File: config.mk
export PLATFORM = sky130hd
export DESIGN_NAME = swc_packet_mem_read_pump
export DESIGN_NICKNAME = d
export VERILOG_FILES = /design/src/rtl/swc_pump_pkg.sv /design/src/rtl/swc_pump_ll_fetch.sv /design/src/rtl/swc_packet_mem_read_pump.sv
export SDC_FILE = /design/constraint.sdc
export NUM_CORES = 1
export LEC_CHECK = 0
export CORE_AREA = 10 10 155 265
export CTS_CLUSTER_DIAMETER = 150
export DETAILED_ROUTE_END_ITERATION = 8
export DIE_AREA = 0 0 165 275
export GPL_TIMING_DRIVEN = 0
export PLACE_DENSITY = 0.76
export SYNTH_ARGS = -nofsm -noshare
export SYNTH_HDL_FRONTEND = slang
export SYNTH_SLANG_ARGS = --single-unit
File: constraint.sdc
create_clock -name clk_i -period 1.89 [get_ports clk_i]
set_input_delay 0.2835 -clock clk_i [delete_from_list [all_inputs] [get_ports clk_i]]
set_output_delay 0.2835 -clock clk_i [all_outputs]
set_load 0.01 [all_outputs]
File: src/rtl/swc_pump_pkg.sv
// Shared constants and state encoding for the packet-memory read/write pumps.
package swc_pump_pkg;

   localparam int PAGE_ADDR_BITS = 10;   // page number width
   localparam int DATA_WIDTH     = 20;   // narrow word width
   localparam int MULTIPLY       = 16;   // narrow words per memory line
   localparam int LINES_PER_PAGE = 8;    // memory lines per page

   localparam int LINE_BITS      = $clog2(LINES_PER_PAGE);
   localparam int IDX_BITS       = $clog2(MULTIPLY);
   localparam int ADDR_BITS      = PAGE_ADDR_BITS + LINE_BITS;
   localparam int LINE_DATA_BITS = DATA_WIDTH * MULTIPLY;

   typedef enum logic [1:0] {
      ST_IDLE      = 2'd0,
      ST_WAIT_SYNC = 2'd1,
      ST_FETCH     = 2'd2,
      ST_SERVE     = 2'd3
   } pump_state_t;

endpackage

File: src/rtl/swc_pump_ll_fetch.sv
// Linked-list lookup handshake: asks for the page that follows the current one.
// A lookup, once issued, always runs to ll_rd_done_i; an abort while it is
// outstanding only marks the eventual result to be thrown away.
module swc_pump_ll_fetch
   import swc_pump_pkg::*;
(
   input  logic                      clk_i,
   input  logic                      rst_n_i,
   input  logic                      start_i,      // last line of page captured
   input  logic [PAGE_ADDR_BITS-1:0] page_i,       // page to look up
   input  logic                      abort_i,      // pgreq or flush from the pump
   output logic [PAGE_ADDR_BITS-1:0] ll_addr_o,
   input  logic [PAGE_ADDR_BITS-1:0] ll_data_i,
   output logic                      ll_rd_req_o,
   input  logic                      ll_rd_done_i,
   output logic                      upd_o,        // load next_page_o into the page register
   output logic [PAGE_ADDR_BITS-1:0] next_page_o
);

   logic discard;

   // Request/hold/release of the lookup and tracking of a discarded result.
   always_ff @(posedge clk_i or negedge rst_n_i) begin
      if (!rst_n_i) begin
         ll_rd_req_o <= 1'b0;
         ll_addr_o   <= '0;
         discard     <= 1'b0;
      end else if (start_i) begin
         ll_rd_req_o <= 1'b1;
         ll_addr_o   <= page_i;
         discard     <= abort_i;
      end else if (ll_rd_req_o && ll_rd_done_i) begin
         ll_rd_req_o <= 1'b0;
         discard     <= 1'b0;
      end else if (ll_rd_req_o && abort_i) begin
         discard     <= 1'b1;
      end
   end

   // A done pulse with no request outstanding is ignored.
   assign upd_o       = ll_rd_req_o & ll_rd_done_i & ~discard & ~abort_i;
   assign next_page_o = ll_data_i;

endmodule

File: src/rtl/swc_packet_mem_read_pump.sv
// Packet-memory read pump: reads wide lines in this port's memory slot and
// serialises them into narrow words, following the page linked list.
//
// Output handshake: q_o is valid while drdy_o=1; a word moves when
// drdy_o & dreq_i on a rising edge. While dreq_i=0, q_o and the word index
// are held unchanged for as long as needed.
module swc_packet_mem_read_pump
   import swc_pump_pkg::*;
(
   input  logic                      clk_i,
   input  logic                      rst_n_i,
   input  logic [PAGE_ADDR_BITS-1:0] pgaddr_i,
   input  logic                      pgreq_i,
   output logic                      pgend_o,
   input  logic                      sync_i,
   output logic                      rd_o,
   output logic [ADDR_BITS-1:0]      addr_o,
   input  logic [LINE_DATA_BITS-1:0] d_i,
   output logic [PAGE_ADDR_BITS-1:0] ll_addr_o,
   input  logic [PAGE_ADDR_BITS-1:0] ll_data_i,
   output logic                      ll_rd_req_o,
   input  logic                      ll_rd_done_i,
   output logic [DATA_WIDTH-1:0]     q_o,
   output logic                      drdy_o,
   input  logic                      dreq_i,
   input  logic                      flush_i,
   output logic [1:0]                state_o       // debug view of the FSM
);

   localparam logic [LINE_BITS-1:0] LINE_LAST = LINE_BITS'(LINES_PER_PAGE - 1);
   localparam logic [IDX_BITS-1:0]  IDX_LAST  = IDX_BITS'(MULTIPLY - 1);

   pump_state_t                state;
   logic [PAGE_ADDR_BITS-1:0]  page;
   logic [LINE_BITS-1:0]       line;
   logic [IDX_BITS-1:0]        idx;
   logic [LINE_DATA_BITS-1:0]  line_q;

   logic                       ll_start;
   logic                       ll_abort;
   logic                       ll_upd;
   logic [PAGE_ADDR_BITS-1:0]  ll_next;

   // The last line of a page is being captured: announce it and start the lookup.
   assign ll_start = (state == ST_FETCH) && (line == LINE_LAST);
   assign ll_abort = pgreq_i | flush_i;
   assign pgend_o  = ll_start;

   // The read must land in the sync cycle itself, so the strobe is decoded
   // from registered state plus the slot; the next page must be known first.
   assign rd_o    = (state == ST_WAIT_SYNC) & sync_i & ~ll_rd_req_o & ~pgreq_i & ~flush_i;
   assign addr_o  = {page, line};
   assign q_o     = line_q[idx*DATA_WIDTH +: DATA_WIDTH];
   assign state_o = state;

   swc_pump_ll_fetch u_ll_fetch (
      .clk_i        (clk_i),
      .rst_n_i      (rst_n_i),
      .start_i      (ll_start),
      .page_i       (page),
      .abort_i      (ll_abort),
      .ll_addr_o    (ll_addr_o),
      .ll_data_i    (ll_data_i),
      .ll_rd_req_o  (ll_rd_req_o),
      .ll_rd_done_i (ll_rd_done_i),
      .upd_o        (ll_upd),
      .next_page_o  (ll_next)
   );

   // Main pump FSM: page load, slot wait, line capture, word serving.
   always_ff @(posedge clk_i or negedge rst_n_i) begin
      if (!rst_n_i) begin
         state  <= ST_IDLE;
         page   <= '0;
         line   <= '0;
         idx    <= '0;
         line_q <= '0;
         drdy_o <= 1'b0;
      end else if (pgreq_i) begin
         // A new packet overrides everything, including a same-cycle flush.
         page   <= pgaddr_i;
         line   <= '0;
         idx    <= '0;
         drdy_o <= 1'b0;
         state  <= ST_WAIT_SYNC;
      end else begin
         if (ll_upd) begin
            page <= ll_next;
         end
         if (flush_i) begin
            drdy_o <= 1'b0;
            state  <= ST_IDLE;
         end else begin
            case (state)
               ST_IDLE: begin
                  drdy_o <= 1'b0;
               end
               ST_WAIT_SYNC: begin
                  if (rd_o) begin
                     state <= ST_FETCH;
                  end
               end
               ST_FETCH: begin
                  line_q <= d_i;
                  idx    <= '0;
                  line   <= line + 1'b1;
                  drdy_o <= 1'b1;
                  state  <= ST_SERVE;
               end
               ST_SERVE: begin
                  if (dreq_i) begin
                     if (idx == IDX_LAST) begin
                        drdy_o <= 1'b0;
                        state  <= ST_WAIT_SYNC;
                     end else begin
                        idx <= idx + 1'b1;
                     end
                  end
               end
               default: begin
                  drdy_o <= 1'b0;
                  state  <= ST_IDLE;
               end
            endcase
         end
      end
   end

endmodule

# Word-level counts from Yosys, hierarchy flattened
# Index checks and enable logic that the tools add are counted.
# word_totals
mem_bits_rw	0
rom_bits	0
output_inout_bits	49
n_memories	0
input_bits	347
latch_bits	0
register_bits	352
word_cells	79
# classes
n_reduce_logical	16
order_cmp	0
eq_ne	11
n_addsub	2
n_mux	26
shift	1
div	0
multipliers	1
bitwise	13
# op_table
cell	n
$shiftx A320 B10 Y20	1
$mux W10	2
$mux W4	4
$ne A4 B4 Y1 const B	3
$mux W2	5
$reduce_bool A5 Y1	2
$mux W1	9
$mux W3	3
$pmux W4 S2	1
$reduce_and A4 Y1	2
$and A1 B1 Y1	7
$mul A4 B3 Y7 const B	1
$ne A3 B3 Y1 const B	2
$pmux W2 S3	1
$reduce_and A3 Y1	2
$reduce_bool A2 Y1	3
$reduce_bool A3 Y1	2
$not A1 Y1	5
$add A4 B1 Y4 const B	1
$eq A2 B2 Y1 const B	2
$eq A4 B4 Y1 const B	1
$add A3 B1 Y3 const B	1
$eq A3 B3 Y1 const B	1
$logic_and A1 B1 Y1	3
6 further kinds	6

# Logic depth before layout (Yosys ltp)
# Gate-level depths: netlist of the first run.
# depth
ltp_word	9
mapped_depth	8
mapped_depth_nobuf	6

# By module
# From an unflattened synthesis of the first run, not the netlist that was laid out.
# hier_totals
hier_cells	1086
hier_area_um2	17628.2
# by_module_without_submodules
module	instances	area_per_inst_um2	cells_per_inst	seq_area_each_um2
swc_packet_mem_read_pump	1	17058.9	1045	8508.2
swc_pump_ll_fetch	1	569.3	41	300.3

# Worst setup path after synthesis of the first run
# OpenSTA, ideal clock, no wires.
# synth_timing
path_kind	register to register
from	reg state[0], in the netlist state_o[0]
to	reg line_q[286]
setup_slack_ns	0.059
required_time_ns	1.765
n_path_buf	3
period_less_slack_ns	1.831
path_stages_with_launch	9
arrival_time_ns	1.706
setup_ns	0.125
path_cell_list	dfrtp_1 inv_1 ha_1 nand2b_1 buf_4 nor2_8 buf_8 buf_6 mux2_2
# synth_between
elab_chain_cells	2
# synth_rtl
item	line_no	source
start, declared	swc_packet_mem_read_pump.sv:33	pump_state_t state;
start signal, assigned	swc_packet_mem_read_pump.sv:73	state <= ST_IDLE;
start signal, assigned	swc_packet_mem_read_pump.sv:85	state <= ST_WAIT_SYNC;
start signal, assigned	swc_packet_mem_read_pump.sv:92	state <= ST_IDLE;
$eq A2 B2 Y1	swc_packet_mem_read_pump.sv:94	case (state)
$reduce_and A3 Y1 (no source line)	n/a	
end signal, assigned	swc_packet_mem_read_pump.sv:104	line_q <= d_i;
end, declared	swc_packet_mem_read_pump.sv:37	logic [LINE_DATA_BITS-1:0] line_q;
# No other way between the ends.
# A chain may end at the register's enable or synchronous reset.

# Final worst setup path of the first run
# layout_timing
from	reg idx[1]
to	out q_o[6]
# layout_between
elab_chain_cells	2
# layout_rtl
item	line_no	source
start, declared	swc_packet_mem_read_pump.sv:36	logic [IDX_BITS-1:0] idx;
start signal, assigned	swc_packet_mem_read_pump.sv:116	idx <= idx + 1'b1;
$mul A4 B3 Y7	swc_packet_mem_read_pump.sv:53	assign q_o = line_q[idx*DATA_WIDTH +: DATA_WIDTH];
$shiftx A320 B10 Y20	swc_packet_mem_read_pump.sv:53	
end, declared	swc_packet_mem_read_pump.sv:23	output logic [DATA_WIDTH-1:0] q_o,
# No other way between the ends.

==> results.yml, run 1 <==
status:
  outcome: "finished with violations"
  failing_checks: "setup timing"
power:
  power.net_switching_uw: 6500
  peakVddDrop_uv: 688
  power.sequential.fraction_pct: 44.2
  swShare_pct: 26.5
  total_leakage_power_uw: 0.0112
  intPower_uw: 18000
  power_density_nw_per_um2: 948
  power.combinational.fraction_pct: 26.0
  total_power_uw: 24500
  share_clk_of_total_power_pct: 29.7
layout:
  synthToLayoutAreaGrowth_pct: 58.7
  layout-drive-gt1-share_pct: 42.1
  seqCellArea_um2: 8810
  final-instance-count-excl-fill: 2150
  footprint_of_the_multi_input_gates_um2: 8340
  num-fill-cells: 2366
  nets: 1991
detailed_routing:
  ant_nets: 0
  detail_route.wirelength_mm: 67.6
  first_iter_violations: 738
  drc_errors: 0
  routed_wire_length_per_instance_um: 31.5
  routed-via-count: 12300
  route.detailed.vias_per_inst: 5.73
  firstDrtPassIters: 5
worst_setup_path:
  worst_endpoint_data_arrival_time_ns: 2.39
  critPathRequiredTime_ns: 1.61
  worstPathMaxFanout: 6
  cp-start-kind: "register"
  worst_setup_path_end_kind: "output port"
  timing_worst_setup_path_type: "register to output port"
clock_tree:
  htreeDepth: 2
  clock-root-buffer: "clkbuf_16"
  cts.sink_count: 352
  clk_latency_ns: 0.54
  tritoncts.num_buffers: 35
  tritoncts: "done"
  clockBufferDepth: 3
  worst_setup_hold_path_clk_slew_ns: 0.07
floorplan:
  top_level_ports: 396
  die_w_um: 165
  die_h_um: 275
  die_area_um2: 45400
  std_cell_rows: 93
  initial_utilization_pct: 44.5
  core-area_um2: 36500
place:
  placement.setup.worst_slack_ns: -1.30
  post-dp-hpwl_mm: 44.2
  gp_routability_congestion: 0.915
  io_buffer_count: 393
  post-place-cells: 1966
job:
  timing.max_cap.violations: 0
global_routing:
  grt_start_max_net_pins: 124
  grt-ovfl-total: 0
  grt_pass1_wl_mm: 94.4
  number_of_global_route_vias_before_repair: 14200
  gr-usage-all-layers_pct: 28.5
  antenna_violations_before_repair: 19
timing:
  report.final.setup_viol: 201
  fmax_ghz: 0.374
  setup-tns-final_ns: -26.21
  final_period_minus_worst_setup_slack_ns: 2.67
  final_hold_viol_count: 0
  max_slew.worst_pin.slew_ns: 0.925
  timing_max_transition_violations_final: 0
  rsz_0062_raised_after_global_routing: "true"
  fin_skew_ns: 0.0179
  part_of_the_cycle_the_worst_path_needs_pct: 141
  final_critical_path_setup_slack_ns: -0.782
  max_slew_margin_pct: 38.3
worst_hold_path:
  hold_class: "primary input to register"
yosys:
  netlist_area_um2: 16300
  synthesized_flop_and_latch_total: 352
  synth_fp_nets: 1451
  synth-warning-count: 0
  yosys.cell_types.count: 38
  syn-instance-count: 1096
  synth_sequential_area_ratio_pct: 54.1
  syn-mean-instance-area_um2: 14.8
-- final timing paths --
kind	slack [ns]	from	cells after the start	endpoint
max	-0.78	idx[1]$_DFFE_PN0P_	8	q_o[6]
min	0.09	flush_i	3	idx[0]$_DFFE_PN0P_
max reg2reg	-0.17	state_o[0]$_DFFE_PN0P_	12	line_q[250]$_DFFE_PN0P_
min reg2reg	0.50	page[8]$_DFFE_PN0P_	2	page[8]$_DFFE_PN0P_
max in group asynchronous	0.25	rst_n_i	3	line_q[207]$_DFFE_PN0P_
min in group asynchronous	0.45	rst_n_i	2	line_q[146]$_DFFE_PN0P_
-- layer usage --
metal	routed length, µm	up-vias	part of all wire (%)	track usage (%)
li1	-	5136	-	-
met1	22000	6372	33	28.6
met2	35900	573	53	50.4
met3	4330	230	6.4	6.14
met4	5360	2	7.9	21.2
met5	13	-	0.019	0
-- stage by stage --
step           utilization, %  instance area (µm²)  hold slack [ns]
2_1_floorplan               -                16300          -0.0121
6_report                 70.7                25800           0.0919
3_5_place_dp             57.1                20900            0.455
4_1_cts                  70.4                25700           0.0763
3_3_place_gp             56.9                20800            0.463
5_1_grt                  70.7                25800           0.0914
-- final cells by class --
class | count | area share [%]
multi-input combinational | 658 | 32.3
inverter | 9 | 0.145
timing repair buffer | 511 | 22.2
tap | 475 | 2.30
clock buffer | 49 | 3.99
sequential | 352 | 34.1
antenna | 17 | 0.165
buffer | 69 | 4.31
clock inverter | 10 | 0.523
-- worst max-delay path, stage by stage, from the launching register on --
cell and delay (ns):
dfrtp_1 0.40, buf_8 0.15, buf_12 0.13, nor2b_4 0.14, buf_8 0.15, a22oi_2 0.44
nand3_1 0.16, o21ai_1 0.12, buf_2 0.16
-- logic make-up (layout without fill, tap and decap cells) --
kind of cell,after synthesis,count (layout),synth area share (%)
mux,482,482,34.8
flops,352,352,54.1
compound gates,104,104,4.13
buf+inv,86,648,4.25
simple gates,63,63,1.98
fa+ha+maj,8,8,0.615
xor+xnor,1,1,0.0538
other cells,0,17,0
-- flip-flops by register name, summed over array words and instances, names as in the netlist --
signal,count
line,3
line_q,320
u_ll_fetch.ll_addr_o,10
page,10
u_ll_fetch.discard,1
idx,4
u_ll_fetch.ll_rd_req_o,1
drdy_o,1
state_o,2
-- power by group through the flow --
| stage | sequential, µW | combinational (µW) | clock, µW |
|---|---|---|---|
| floorplan | 10300 | 2720 | 0 |
| global placement | 10600 | 4460 | 0 |
| detailed placement | 10700 | 4630 | 0 |
| CTS | 10700 | 5720 | 7280 |
| global route | 11000 | 6700 | 7610 |
| finish | 10800 | 6370 | 7280 |
-- layout by cell type, fill, tap and decap left out, types with 20 or more instances in the layout --
cell	netlist	final
a22oi_2	0	26
buf_12	1	76
buf_2	18	20
buf_4	8	35
buf_6	22	21
buf_8	12	20
clkbuf_16	0	42
clkdlybuf4s50_1	0	367
dfrtp_1	352	348
mux2_2	253	23
mux2_4	0	301
mux2i_1	112	94
mux4_2	34	34
o21ai_0	41	24
-- synthesized netlist by cell type, drive strengths merged --
cell | number | area, µm²
clkbuf | 15 | 56.3
and2 | 1 | 6.26
or2 | 1 | 6.26
mux2i | 112 | 1120
a22oi | 41 | 308
a2bb2oi | 6 | 52.6
nand3 | 22 | 110
xor2 | 1 | 8.76
nand2 | 15 | 56.3
mux4 | 34 | 766
o22ai | 1 | 6.26
and3 | 2 | 12.5
mux2 | 336 | 3780
o2bb2ai | 1 | 8.76
inv | 9 | 33.8
a21oi | 7 | 35.0
a31oi | 1 | 6.26
nand2b | 5 | 31.3
o21ai | 41 | 205
o221ai | 1 | 8.76
buf | 62 | 602
nor2 | 10 | 53.8
dfrtp | 352 | 8810
a21o | 2 | 15.0
and4 | 1 | 8.76
nor4 | 2 | 12.5
ha | 8 | 100
a2111oi | 1 | 8.76
nor2b | 4 | 25.0
a22o | 2 | 17.5
-- timing repair --
action / in CTS / in global routing
pin swaps: 24 / 16
setup buffers: 83 / 15
gates resized for setup: 588 / 193
hold buffers: 2 / 0
cloned: 40 / 3
hold endpoints to repair: 118 / 0
setup endpoints to repair: 351 / 350
No activity file was read; power rests on OpenSTA's default activity.
==> run 2: changes to the inputs <==
--- a/config.mk
+++ b/config.mk
@@ -11,6 +11,7 @@
 export DIE_AREA = 0 0 165 275
 export GPL_TIMING_DRIVEN = 0
 export PLACE_DENSITY = 0.76
+export SETUP_SLACK_MARGIN = 0.4
 export SYNTH_ARGS = -nofsm -noshare
 export SYNTH_HDL_FRONTEND = slang
 export SYNTH_SLANG_ARGS = --single-unit
==> run 2 against run 1 <==
The flow finishes with violations (hold timing, setup timing). Combinational power increased by 8.5%. Via count increased by 0.82%. Setup slack improved by 0.063 ns. Worst hold slack got worse by 0.28 ns. Register-to-register slack got worse by 0.18 ns. Critical endpoint is now q_o[14]. Largest cell class unchanged.
==> results.yml, run 2 (synthesis results as in run 1) <==
worst_setup_path:
  cp-start-kind: "register"
  crit_path_top_delay_cell: "dfrtp_1"
  worstPathMaxFanout: 6
  crit_path_max_incr_delay_ns: 0.41
  worst_endpoint_data_arrival_time_ns: 2.33
  ff2ff_setup_slack_ns: -0.35
  timing.critical_path.cells: "buf_8, buf_12, nor2b_4, buf_6, a22oi_2, nand3_2, o21ai_2, buf_4"
  critPathRequiredTime_ns: 1.61
  worst_setup_path_end_kind: "output port"
  timing_worst_setup_path_type: "register to output port"
timing:
  final_hold_viol_count: 109
  setup-tns-final_ns: -85.56
  max_slew_margin_pct: 40.2
  part_of_the_cycle_the_worst_path_needs_pct: 138
  fin_skew_ns: 0.0126
  max_slew.worst_pin.slew_ns: 0.896
  rsz_0062_raised_after_global_routing: "true"
  holdWs_ns: -0.191
  final_period_minus_worst_setup_slack_ns: 2.61
  final_critical_path_setup_slack_ns: -0.719
  timing_max_transition_violations_final: 0
  report.final.setup_viol: 339
  fmax_ghz: 0.383
clock_tree:
  worst_setup_hold_path_clk_slew_ns: 0.07
  hold_buf_count_cts: 1
  clock-root-buffer: "clkbuf_16"
  tritoncts.num_buffers: 34
  clockBufferDepth: 3
  htreeDepth: 2
  tritoncts: "done"
  clk_latency_ns: 0.54
  cts.sink_count: 352
floorplan:
  die_h_um: 275
  initial_utilization_pct: 44.5
  core-area_um2: 36500
  die_w_um: 165
  std_cell_rows: 93
  die_area_um2: 45400
  top_level_ports: 396
layout:
  design_area_um2: 27200
  nets: 2027
  layout_top_registers: "line_q (320), page (10), u_ll_fetch.ll_addr_o (10)"
  largest_register_ffs: 320
  num-fill-cells: 2197
  layout.cells.most_common: "dfrtp_1"
  synthToLayoutAreaGrowth_pct: 67.1
  final-instance-count-excl-fill: 2177
  layout.cells.most_common_list: "dfrtp_1 (346), clkdlybuf4s50_1 (343), mux2_4 (325), mux2i_1 (85), buf_12 (70)"
  largest_register: "line_q"
  layout-drive-gt1-share_pct: 47.6
global_routing:
  grt_pass1_wl_mm: 93.6
  antenna_violations_before_repair: 5
  number_of_global_route_vias_before_repair: 14000
  grt-ovfl-total: 0
  gr-usage-all-layers_pct: 28.1
  grt_start_max_net_pins: 129
place:
  gp_routability_congestion: 0.850
  post-dp-hpwl_mm: 44.6
  post-place-cells: 1966
  io_buffer_count: 393
  dpl-instance-area_um2: 21100
detailed_routing:
  drc_errors: 0
  routed_wire_length_per_instance_um: 31.3
  first_iter_violations: 636
  route.detailed.vias_per_inst: 5.70
  firstDrtPassIters: 5
  ant_nets: 0
  routed-via-count: 12400
  detail_route.wirelength_mm: 68.2
power:
  peakVddDrop_uv: 932
  intPower_uw: 18600
  power.net_switching_uw: 6850
  power.sequential.fraction_pct: 42.9
  share_clk_of_total_power_pct: 29.9
  power.combinational.fraction_pct: 27.1
  total_leakage_power_uw: 0.0120
  swShare_pct: 26.9
  power_density_nw_per_um2: 937
status:
  outcome: "finished with violations"
  failing_checks: "hold timing, setup timing"
worst_hold_path:
  hold_class: "primary input to asynchronous set/reset pin"
job:
  timing.max_cap.violations: 0
==> run 2: stage by stage <==
step | utilization (%) | setup WS, ns | power (µW)
detailed placement | 57.7 | -1.17 | 15600
global route | 74.4 | -0.782 | 26300
global placement | 57.5 | -15.50 | 15400
CTS | 71.2 | -0.727 | 24700
floorplan | - | 0.125 | 13200
finish | 74.4 | -0.719 | 25500
==> run 2: area by class of cell <==
| class | count | area, µm² | area share (%) |
|---|---|---|---|
| well taps | 475 | 594 | 2.19 |
| flip-flops and latches | 352 | 8820 | 32.4 |
| inverters | 9 | 38.8 | 0.143 |
| diodes | 4 | 10.0 | 0.0368 |
| clock buffers | 45 | 986 | 3.63 |
| multi-input cells | 658 | 8740 | 32.1 |
| plain buffers | 77 | 1250 | 4.61 |
| clock inverters | 17 | 245 | 0.902 |
| repair buffers | 540 | 6510 | 23.9 |
==> run 2: worst paths after layout <==
path	from	end	cells past startpoint
setup / recovery	idx[1]$_DFFE_PN0P_	q_o[14]	8
hold / removal	rst_n_i	line_q[170]$_DFFE_PN0P_	1
setup reg to reg	state_o[0]$_DFFE_PN0P_	line_q[140]$_DFFE_PN0P_	13
hold reg to reg	u_ll_fetch.ll_addr_o[2]$_DFFE_PN0P_	u_ll_fetch.ll_addr_o[2]$_DFFE_PN0P_	1
max in group asynchronous	rst_n_i	line_q[140]$_DFFE_PN0P_	2
min in group clk_i	flush_i	idx[0]$_DFFE_PN0P_	3
==> run 2: worst max-delay path, delay by kind of cell (launching register included) <==
kind                   cells  cell delay [ns]
flip-flops                 1             0.41
AND/OR/NAND/NOR            2             0.32
AO/OA/AOI/OAI              2             0.43
buffers and inverters      4             0.63
==> run 2: repair_timing <==
action / in CTS / in global routing
endpoints found under the hold margin: 111 / 109
pin swaps: 27 / 23
resized for setup: 627 / 215
cloned: 37 / 9
setup buffers: 77 / 21
endpoints found under the setup margin: 387 / 382
==> run 2: layer usage <==
layer	routed length (µm)	vias to the layer above	track usage [%]	part of all wire, %
li1	-	5217	-	-
met1	22100	6396	28.4	32
met2	36800	588	50.5	54
met3	4060	211	6.42	5.9
met4	5240	2	17.5	7.7
met5	17	-	0	0.025
==> run 2: power groups by stage <==
stage               combinational (µW)  clock [µW]  sequential, µW
floorplan                         2870           0           10300
global placement                  4730           0           10600
detailed placement                4900           0           10700
CTS                               6280        7640           10700
global route                      7230        7970           11100
finish                            6910        7620           10900
